$ cat src/rtl/screen_sequencer.sv
// Title / play / win screen sequencer with a registered pixel mux and a game-reset pulse on leaving WIN.
// Optional build macro SCREEN_BLINK_EN blinks the win screen with half-period BLINK_FRAMES.
module screen_sequencer #(
  parameter int COLOR_W      = 12,
  parameter int NUM_PLAYERS  = 2,
  parameter int HOLD_FRAMES  = 180,
  parameter int BLINK_FRAMES = 15,
  localparam int ID_W  = (NUM_PLAYERS > 2) ? $clog2(NUM_PLAYERS) : 1,
  localparam int CNT_W = (HOLD_FRAMES > 1) ? $clog2(HOLD_FRAMES + 1) : 1
) (
  input  logic                           clk,
  input  logic                           reset,
  input  logic                           frame_tick,
  input  logic                           start,
  input  logic                           winner_valid,
  input  logic [ID_W-1:0]                winner_id,
  input  logic [COLOR_W-1:0]             game_pix,
  input  logic [COLOR_W-1:0]             title_pix,
  input  logic [NUM_PLAYERS*COLOR_W-1:0] win_pix,
  output logic [COLOR_W-1:0]             pix_out,
  output logic [1:0]                     state_out,
  output logic                           reset_screen
);

  typedef enum logic [1:0] {
    TITLE = 2'b00,
    PLAY  = 2'b01,
    WIN   = 2'b10
  } state_t;

  localparam logic [ID_W:0]    NUM_ID    = (ID_W + 1)'(NUM_PLAYERS);
  localparam logic [CNT_W-1:0] HOLD_LAST = CNT_W'(HOLD_FRAMES - 1);
  localparam logic [CNT_W-1:0] HOLD_MAX  = CNT_W'(HOLD_FRAMES);

  if (NUM_PLAYERS < 2 || NUM_PLAYERS > 8 || HOLD_FRAMES < 1 || HOLD_FRAMES > 65535 ||
      BLINK_FRAMES < 1 || BLINK_FRAMES > 255) begin : g_bad_params
    $error("screen_sequencer: parameter out of legal range");
  end

  state_t             state_r, state_next_s;
  logic [CNT_W-1:0]   cnt_r, cnt_next_s;
  logic [ID_W-1:0]    winner_r, winner_next_s;
  logic [COLOR_W-1:0] pix_r, pix_next_s;
  logic               reset_screen_r, exit_win_s, win_ok_s, win_entry_s;
  logic [COLOR_W-1:0] win_arr_s [NUM_PLAYERS];

  for (genvar p = 0; p < NUM_PLAYERS; p++) begin : g_win_slice
    assign win_arr_s[p] = win_pix[p*COLOR_W +: COLOR_W];
  end

  assign win_ok_s    = winner_valid && ({1'b0, winner_id} < NUM_ID);
  assign win_entry_s = (state_r == PLAY) && win_ok_s;

  // Next-state logic; the winner report outranks start dropping in PLAY.
  always_comb begin
    state_next_s = state_r;
    exit_win_s   = 1'b0;
    case (state_r)
      TITLE: begin
        if (frame_tick && start) state_next_s = PLAY;
        else                     state_next_s = TITLE;
      end
      PLAY: begin
        if (win_ok_s)    state_next_s = WIN;
        else if (!start) state_next_s = TITLE;
        else             state_next_s = PLAY;
      end
      WIN: begin
        if (frame_tick && (cnt_r >= HOLD_LAST)) begin
          state_next_s = TITLE;
          exit_win_s   = 1'b1;
        end else begin
          state_next_s = WIN;
        end
      end
      default: state_next_s = TITLE;
    endcase
  end

  // Hold-frame counter (saturating) and winner latch.
  always_comb begin
    cnt_next_s    = cnt_r;
    winner_next_s = winner_r;
    if (win_entry_s) begin
      cnt_next_s    = {CNT_W{1'b0}};
      winner_next_s = winner_id;
    end else if ((state_r == WIN) && frame_tick && (cnt_r != HOLD_MAX)) begin
      cnt_next_s = cnt_r + CNT_W'(1);
    end else begin
      cnt_next_s = cnt_r;
    end
  end

`ifdef SCREEN_BLINK_EN
  localparam logic [7:0] BLINK_LAST = 8'(BLINK_FRAMES - 1);
  logic [7:0] blink_cnt_r, blink_cnt_next_s;
  logic       blink_phase_r, blink_phase_next_s;

  // Blink phase toggles every BLINK_FRAMES ticks while in WIN; restarts visible on entry.
  always_comb begin
    blink_cnt_next_s   = blink_cnt_r;
    blink_phase_next_s = blink_phase_r;
    if (win_entry_s) begin
      blink_cnt_next_s   = 8'd0;
      blink_phase_next_s = 1'b0;
    end else if ((state_r == WIN) && frame_tick) begin
      if (blink_cnt_r >= BLINK_LAST) begin
        blink_cnt_next_s   = 8'd0;
        blink_phase_next_s = ~blink_phase_r;
      end else begin
        blink_cnt_next_s = blink_cnt_r + 8'd1;
      end
    end else begin
      blink_cnt_next_s = blink_cnt_r;
    end
  end

  // Blink state registers.
  always_ff @(posedge clk or negedge reset) begin
    if (!reset) begin
      blink_cnt_r   <= 8'd0;
      blink_phase_r <= 1'b0;
    end else begin
      blink_cnt_r   <= blink_cnt_next_s;
      blink_phase_r <= blink_phase_next_s;
    end
  end
`else
  logic blink_phase_r;
  assign blink_phase_r = 1'b0;
`endif

  // Pixel source follows the registered state, so a new screen lags its state by one cycle.
  always_comb begin
    pix_next_s = {COLOR_W{1'b0}};
    case (state_r)
      TITLE:   pix_next_s = title_pix;
      PLAY:    pix_next_s = game_pix;
      WIN: begin
        if (blink_phase_r) pix_next_s = {COLOR_W{1'b0}};
        else               pix_next_s = win_arr_s[winner_r];
      end
      default: pix_next_s = {COLOR_W{1'b0}};
    endcase
  end

  // Main state and output registers.
  always_ff @(posedge clk or negedge reset) begin
    if (!reset) begin
      state_r        <= TITLE;
      cnt_r          <= {CNT_W{1'b0}};
      winner_r       <= {ID_W{1'b0}};
      pix_r          <= {COLOR_W{1'b0}};
      reset_screen_r <= 1'b0;
    end else begin
      state_r        <= state_next_s;
      cnt_r          <= cnt_next_s;
      winner_r       <= winner_next_s;
      pix_r          <= pix_next_s;
      reset_screen_r <= exit_win_s;
    end
  end

  assign pix_out      = pix_r;
  assign state_out    = state_r;
  assign reset_screen = reset_screen_r;

endmodule

$ cat config.mk
export PLATFORM = sky130hd
export DESIGN_NAME = screen_sequencer
export DESIGN_NICKNAME = d
export VERILOG_FILES = /design/src/rtl/screen_sequencer.sv
export SDC_FILE = /design/constraint.sdc
export NUM_CORES = 1
export LEC_CHECK = 0
export ABC_AREA = 1
export CAP_MARGIN = 10
export CORE_AREA = 2 2 65 67
export DETAILED_ROUTE_END_ITERATION = 7
export DIE_AREA = 0 0 67 69
export HOLD_SLACK_MARGIN = 0.12
export PLACE_DENSITY_LB_ADDON = 0.05
export SLEW_MARGIN = 10
export SYNTH_ARGS = -nofsm -noshare
export SYNTH_HDL_FRONTEND = slang
export SYNTH_SLANG_ARGS = --single-unit
$ cat constraint.sdc
create_clock -name clk -period 1.1 [get_ports clk]
set_input_delay 0.275 -clock clk [delete_from_list [all_inputs] [get_ports clk]]
set_output_delay 0.275 -clock clk [all_outputs]
set_load 0.005 [all_outputs]
## Word-level counts from Yosys, hierarchy flattened

Cells that the tools add are included.

| cells by class | value |
|---|---|
| reduce and logical (&&, ||, !) cells | 7 |
| muxes and demuxes | 13 |
| add/subtract/negate cells | 1 |
| magnitude comparators | 2 |
| equality and inequality tests | 3 |
| bitwise gates (word level) | 1 |

Operators with widths:

| operator | count |
|---|---|
| 12-bit two-way mux | 3 |
| 12-bit one-hot mux with 3 select lines | 1 |
| 8-bit two-way mux | 2 |
| 8-bit by 1-bit adder with 8-bit output (second input constant) | 1 |
| 8-bit greater-or-equal comparator (second input constant) | 1 |
| 8-bit inequality test (second input constant) | 1 |
| 2-bit one-hot mux with 3 select lines | 1 |
| 1-bit logical AND | 5 |
| 1-bit two-way mux | 4 |
| 2-bit two-way mux | 2 |
| 2-bit by 1-bit == test with 1-bit output (second input constant) | 1 |
| 2-bit == test (second input constant) | 1 |
| 2-bit greater-or-equal comparator (second input constant) | 1 |
| 2-bit logical NOT | 1 |
| 1-bit NOT with 2-bit output | 1 |
| 2-bit nonzero test | 1 |

| word-level totals | value |
|---|---|
| input port bits | 54 |
| register bits after elaboration | 24 |

## Longest topological paths before layout

Gate-level depths: netlist of run 1.

| depth | value |
|---|---|
| depth in word-level cells | 5 |
| gate-level depth with buffers | 8 |
| mapped depth without buffers | 8 |

## Worst setup path after synthesis of run 1

No wires, ideal clock.

| timing | value |
|---|---|
| kind | register to register |
| from | register cnt_r[0] |
| to | register cnt_r[0] |
| arrival | 1150 ps |
| path buffers | 1 |
| slack | -133 ps |
| stages on the path, launching flop included | 8 |
| setup time | 83 ps |
| data required time | 1017 ps |
| path through | dfrtp_1 > inv_1 > ha_1 > nand3_1 > o21ai_2 > buf_6 > nand3_1 > o21ai_0 |

| between the ends | value |
|---|---|
| word-level cells in the longest chain between the ends | 3 |
| elaborated cells between the ends (all ways) | 6 |

Ends and longest elaborated chain:

| element | line | text |
|---|---|---|
| start, declared | 41 | `logic [CNT_W-1:0] cnt_r, cnt_next_s;` |
| start signal, assigned | 151 | `cnt_r <= {CNT_W{1'b0}};` |
| start signal, assigned | 157 | `cnt_r <= cnt_next_s;` |
| 8-bit by 1-bit adder with 8-bit output / 8-bit inequality test (equally long branches) | 88, 87 |  |
| 8-bit two-way mux / 1-bit logical AND (equally long branches) | 87 | `end else if ((state_r == WIN) && frame_tick && (cnt_r != HOLD_MAX)) begin` |
| 8-bit two-way mux / 2-bit nonzero test (equally long branches) | - |  |

Parallel ways exist; a longest one is shown, timed or not. The select of a mux whose other input is x is not followed.
A chain may end at the register's enable or synchronous reset.

## Final worst setup path of run 1

| timing | value |
|---|---|
| from | register cnt_r[0] |
| to | register cnt_r[4] |

The elaborated chain is that of the path after synthesis.

==> flow_metrics.tcl, run 1 <==
set metrics [dict create \
    status "finished, violations left" \
    violations "setup timing" \
    crit_fanout 5 \
    clock_latency_ns 0.27 \
    fin_ws_ns -0.210 \
    yosysUniqueCellTypes 22 \
    pwr_density_cell_mw_per_mm2 1860 \
    hp-class "in -> async" \
    dieArea_mm2 0.00462 \
    p_comb_share_pct 58.9 \
    ant_nets 0 \
    syn-num-nets 236 \
    gp_congestion 0.800 \
    nFillCells 347 \
    postPlaceCellArea_mm2 0.00226 \
    yosysTopAreaCellShare_pct 44.8 \
    pwr-share-clk_pct 12.9 \
    worstMarginPinSlew_ns 0.252 \
    core_mm2 0.00391 \
    seqPwrFrac_pct 28.1 \
    final.setup_skew_ns 0.00275 \
    diodes 0 \
    fin_tns_setup_ns -2.87 \
    hold_violations 0 \
    criticalPathCategory "reg -> reg" \
    use_met1_pct 25.1 \
    ys_seq_elements 24 \
    rows 23 \
    layout-drive-gt1-share_pct 35.8 \
    start_kind "flop" \
    cts.clk_slew.worst_paths_ns 0.09 \
    fmax_mhz 763 \
    port_buffers 68 \
    drtPass1Iterations 4 \
    rsz0062_at_grt "true" \
    maxCapViolations 0 \
    io_pins 69 \
    cts_max_level 1 \
    drt_iter0_drc 79 \
    vias 1553 \
    syn_avg_cell_area_um2 7.44 \
    nets 336 \
    track_usage_pct 19.3 \
    reg2reg_from "cnt_r[0]$_DFFE_PN0P_" \
    grt_max_degree 25 \
    synthesis.instances 180 \
    finalSetupViolations 25 \
    cts_hold_buf 0 \
    ys_seq_area_share_pct 44.8 \
    cts_buffers 3 \
    reg2reg_depth 8 \
    post-place-ws_ns -0.372 \
    end_kind "flop" \
    grt_pass1_wl_mm 7.04 \
    drv_slew 0 \
    post-route-period-util_pct 119 \
    yosysWarnings 0 \
    die_w_um 67 \
    cts_buffer_depth 2 \
    syn_to_final_growth_pct 90.8 \
    final_common_cell "clkdlybuf4s50_1" \
    final.min_clock_period_ns 1.31 \
    reg2reg_to "cnt_r[4]$_DFFE_PN0P_" \
    wl_per_cell_um 13.6 \
    grt_antenna_before_repair 0 \
    required_ns 1.27 \
    place_inst 314 \
    die_h_um 69 \
    power.internal_uw 2920 \
    hpwl_mm 2.96 \
    instances_no_fill 329 \
    relSlewSlack_pct 83.1 \
    p_sw_share_pct 38.6 \
    ctsRootBufferMaster "clkbuf_8" \
    cts_tree "built" \
    drc 0 \
    gr-total-overflow 0 \
    initial_core_util_pct 34.2 \
    switchingPower_uw 1840 \
    grt_use_met2_pct 33.0 \
    cp.arrival_ns 1.48 \
    cellLeakagePower_uw 0.00113 \
    grt_pass1_vias 1578 \
    most-common-layout-cells "clkdlybuf4s50_1 (53), nand2_1 (43), dfrtp_1 (24), nor2_1 (23), buf_4 (21)" \
    regToRegSetupSlack_ns -0.21 \
    finish.instance_area_mm2 0.00256 \
    netlist_area_mm2 0.00134 \
    synth_area_leaders "dfrtp_1 (45%), nand2_1 (16%), nor2_1 (7.3%), o211ai_1 (6.7%), o21ai_0 (5.6%)" \
    ir_worst_vdd_uv 825 \
    grt_busiest_layer "met2" \
    viasPerCell 4.72 \
    use_met3_pct 3.43 \
    routed_wl_mm 4.48 \
    clock-sinks 24 \
    yosys.area.top_type "dfrtp_1" \
    final_util_pct 65.3 \
]
sequential cells by signal, summed over array words and instances, names as in the netlist:
name          cells
state_out         2
winner_r          1
cnt_r             8
reset_screen      1
pix_out          12
final cells by class:
cell class                 instances  area, µm²  area share, %
inverter                          12       62.6           2.45
tap                               50       62.6           2.45
multi-input combinational        137        842           32.9
timing repair buffer             102        933           36.5
sequential                        24        601           23.5
clock buffer                       4       55.1           2.15
Yosys cell counts (all sizes together):
cell     n
nor2    28
nand4    1
dfrtp   24
nor3     1
buf      6
inv     12
o21ai   16
o211ai  12
nor3b    1
nand2   59
ha       2
o21bai   1
nand3b   1
xnor2    1
nand3   13
xor2     1
clkbuf   1
layer usage:
metal | wire, µm | up-vias
li1 | - | 781
met1 | 1920 | 716
met2 | 2250 | 52
met3 | 271 | 4
met4 | 33 | 0
met5 | 0 | -
how the worst max path moves through the flow:
| stage | from | to | slack, ns | cells past startpoint |
|---|---|---|---|---|
| floorplan | cnt_r[0]$_DFFE_PN0P_ | cnt_r[0]$_DFFE_PN0P_ | -0.08 | 7 |
| global placement | cnt_r[1]$_DFFE_PN0P_ | cnt_r[2]$_DFFE_PN0P_ | -0.34 | 7 |
| detailed placement | cnt_r[1]$_DFFE_PN0P_ | cnt_r[5]$_DFFE_PN0P_ | -0.37 | 7 |
| CTS | cnt_r[0]$_DFFE_PN0P_ | cnt_r[2]$_DFFE_PN0P_ | -0.21 | 7 |
| global route | cnt_r[0]$_DFFE_PN0P_ | state_out[1]$_DFF_PN0_ | -0.28 | 7 |
| finish | cnt_r[0]$_DFFE_PN0P_ | cnt_r[4]$_DFFE_PN0P_ | -0.21 | 8 |
through the flow:
step	total power, µW	hold slack [ns]
CTS	4430	0.373
detailed placement	3620	0.600
global placement	3600	0.591
global route	5100	0.371
floorplan	2320	-0.0206
finish	4760	0.360
critical path, cell delays in order (launching register included):
cell     delay [ns]
dfrtp_1        0.38
buf_4          0.16
ha_4           0.17
nand2_1        0.06
nor2_1         0.12
xnor2_1        0.15
nor2_1         0.07
nand2_1        0.05
nand2_1        0.04
kinds of logic (layout without fill, tap and decap cells):
logic type               Yosys count  after routing  share of synthesized area, %
AND/OR/NAND/NOR                  104            104                          32.1
flip-flops                        24             24                          44.8
XOR/XNOR                           2              2                          1.31
adder cells (fa/ha/maj)            2              2                          1.87
AO/OA/AOI/OAI                     29             29                          13.5
buffers and inverters             19            118                          6.35
what timing repair did:
action | CTS | global route
pin swaps | 14 | 18
gates cloned | 0 | 1
endpoints found under the hold margin | 0 | 0
setup buffers | 7 | 3
endpoints found under the setup margin | 38 | 26
gates resized for setup | 102 | 38
power by group through the flow:
stage,combinational [µW],sequential [µW],clock [µW]
finish,2810,1340,617
CTS,2470,1340,625
detailed placement,2260,1360,0
global placement,2250,1350,0
global route,3060,1380,665
floorplan,906,1420,0
Note: power is estimated with default switching activity, not from simulation.
==> inputs of run 2 (changes only) <==
Settings changed: CORE_AREA 2 2 65 67 to 2 2 62 64, DIE_AREA 0 0 67 69 to 0 0 64 66.
Clock period 1.1 ns to 1.5 ns, I/O delays scaled along.
==> flow_metrics.tcl, run 2 (synthesized netlist as in run 1, its figures left out) <==
set metrics [dict create \
    status "complete, no violations" \
    port_buffers 68 \
    path_cells "inv_1 > ha_1 > nand3_1 > o21ai_4 > nand2_2 > nand2_1 > nand2_1" \
    regToRegSetupSlack_ns 0.08 \
    finalPower_uw 2850 \
    seqPwrFrac_pct 33.0 \
    whs_ns 0.398 \
    grt_pass1_wl_mm 6.42 \
    drtPass1Iterations 4 \
    clock_latency_ns 0.32 \
    ir_worst_vdd_uv 560 \
    hp-class "in -> async" \
    postPlaceCellArea_mm2 0.00215 \
    post-route-period-util_pct 94.7 \
    cts_hold_buf 0 \
    ctsRootBufferMaster "clkbuf_4" \
    power.internal_uw 1830 \
    p_comb_share_pct 50.2 \
    drc 0 \
    final.setup_skew_ns 0.00578 \
    hold_violations 0 \
    final.min_clock_period_ns 1.42 \
    switchingPower_uw 1010 \
    dieArea_mm2 0.00422 \
    crit_family "simple AND/OR/NAND/NOR gates" \
    grt_max_degree 25 \
    place_inst 303 \
    rsz0062_at_grt "true" \
    cellLeakagePower_uw 0.00103 \
    cp_common_cell "nand2_1" \
    fmax_mhz 704 \
    max_stage_delay_ns 0.41 \
    gp_congestion 0.853 \
    cp_slowest_cell "dfrtp_1" \
    crit_fanout 8 \
    worst-path-buf-inv 1 \
    nets 322 \
    reg2reg_depth 7 \
    die_w_um 64 \
    nFillCells 335 \
    clock-sinks 24 \
    wl_per_cell_um 12.6 \
    criticalPathCategory "reg -> reg" \
    cts_tree "built" \
    drv_slew 0 \
    cts_buffers 3 \
    worstMarginPinSlew_ns 0.439 \
    pwr-share-clk_pct 16.9 \
    relSlewSlack_pct 70.7 \
    diodes 0 \
    syn_to_final_growth_pct 66.8 \
    ant_nets 0 \
    instances_no_fill 313 \
    drt_iter0_drc 64 \
    io_pins 69 \
    pwr_density_cell_mw_per_mm2 1270 \
    cts_max_level 1 \
    most-common-layout-cells "nand2_1 (58), clkdlybuf4s50_1 (53), nor2_1 (26), dfrtp_1 (24), buf_4 (20)" \
    die_h_um 66 \
    maxCapViolations 0 \
    grt_pass1_vias 1404 \
    hpwl_mm 2.95 \
    gr-total-overflow 0 \
    start_kind "flop" \
    end_kind "flop" \
    cts_buffer_depth 2 \
    cts.clk_slew.worst_paths_ns 0.14 \
    grt_antenna_before_repair 0 \
    routed_wl_mm 3.95 \
    cp.arrival_ns 1.65 \
    viasPerCell 4.64 \
    reg2reg_from "cnt_r[0]$_DFFE_PN0P_" \
    reg2reg_to "cnt_r[6]$_DFFE_PN0P_" \
    vias 1453 \
    layout-drive-gt1-share_pct 10.9 \
    required_ns 1.73 \
    fin_tns_setup_ns 0 \
    multi_input_area_um2 664 \
    final_common_cell "nand2_1" \
    finish.instance_area_mm2 0.00223 \
    core_mm2 0.00355 \
    track_usage_pct 19.9 \
    regArea_um2 601 \
    largest_reg_flops 12 \
    p_sw_share_pct 35.5 \
    rows 22 \
    initial_core_util_pct 37.7 \
    finalSetupViolations 0 \
]
-- run 2: cell types whose count changed in the layout (fill, tap and decap cells not counted), sizes merged --
cell,change
bufinv,+1
dlygate4sd2,+15
clkbuf,-2
buf,-28
-- run 2: worst max path at each step --
stage                                 startpoint                     to  slack, ns  depth (start not counted)
after global placement                frame_tick   cnt_r[2]$_DFFE_PN0P_      -0.03                          7
after CTS                   cnt_r[0]$_DFFE_PN0P_   cnt_r[7]$_DFFE_PN0P_       0.02                          7
after floorplan             cnt_r[0]$_DFFE_PN0P_   cnt_r[0]$_DFFE_PN0P_       0.27                          7
after detailed placement              frame_tick   cnt_r[2]$_DFFE_PN0P_      -0.04                          7
after global routing      state_out[0]$_DFF_PN0_  pix_out[11]$_DFF_PN0_      -0.01                          5
final                       cnt_r[0]$_DFFE_PN0P_   cnt_r[6]$_DFFE_PN0P_       0.08                          7
-- run 2: power by group through the flow --
| stage | registers [µW] | clock network, µW | logic (µW) |
|---|---|---|---|
| after floorplan | 1030 | 0 | 627 |
| after detailed placement | 978 | 0 | 1480 |
| after global placement | 968 | 0 | 1480 |
| after global routing | 958 | 520 | 1570 |
| after CTS | 942 | 492 | 1410 |
| final | 939 | 480 | 1430 |
-- run 2: metrics by stage --
step                util, %  setup WS [ns]
CTS                    62.0         0.0242
detailed placement     60.4        -0.0399
floorplan                 -          0.267
global route           62.9        -0.0100
finish                 62.9         0.0791
global placement       60.4        -0.0290
-- run 2: worst register-to-register path, delay by kind of cell, from the launching register on --
| family | cells | cell delay, ns |
|---|---|---|
| flip-flops | 1 | 0.41 |
| AND/OR/NAND/NOR | 4 | 0.43 |
| adder cells (fa/ha/maj) | 1 | 0.16 |
| AO/OA/AOI/OAI | 1 | 0.27 |
| buffers and inverters | 1 | 0.08 |
-- run 2: area by class of cell --
type | instances | share of cell area [%]
clock buffers | 3 | 1.01
clock inverters | 1 | 1.34
inverters | 12 | 2.02
multi-input cells | 137 | 29.7
flip-flops and latches | 24 | 26.9
well taps | 48 | 2.69
repair buffers | 88 | 36.3
-- run 2: timing repair --
item                                    in CTS  in global routing
setup buffers                                2                  4
endpoints found under the setup margin      21                 10
resized for setup                           16                  1
pin swaps                                    1                  1
-- run 2: per-layer routing --
metal | vias up | GRT usage [%] | wire length, µm
met1 | 647 | 23.7 | 1670
met4 | 0 | 6.79 | 51
li1 | 753 | - | -
met3 | 4 | 3.24 | 215
met2 | 49 | 36.2 | 2020
met5 | - | 0 | 0
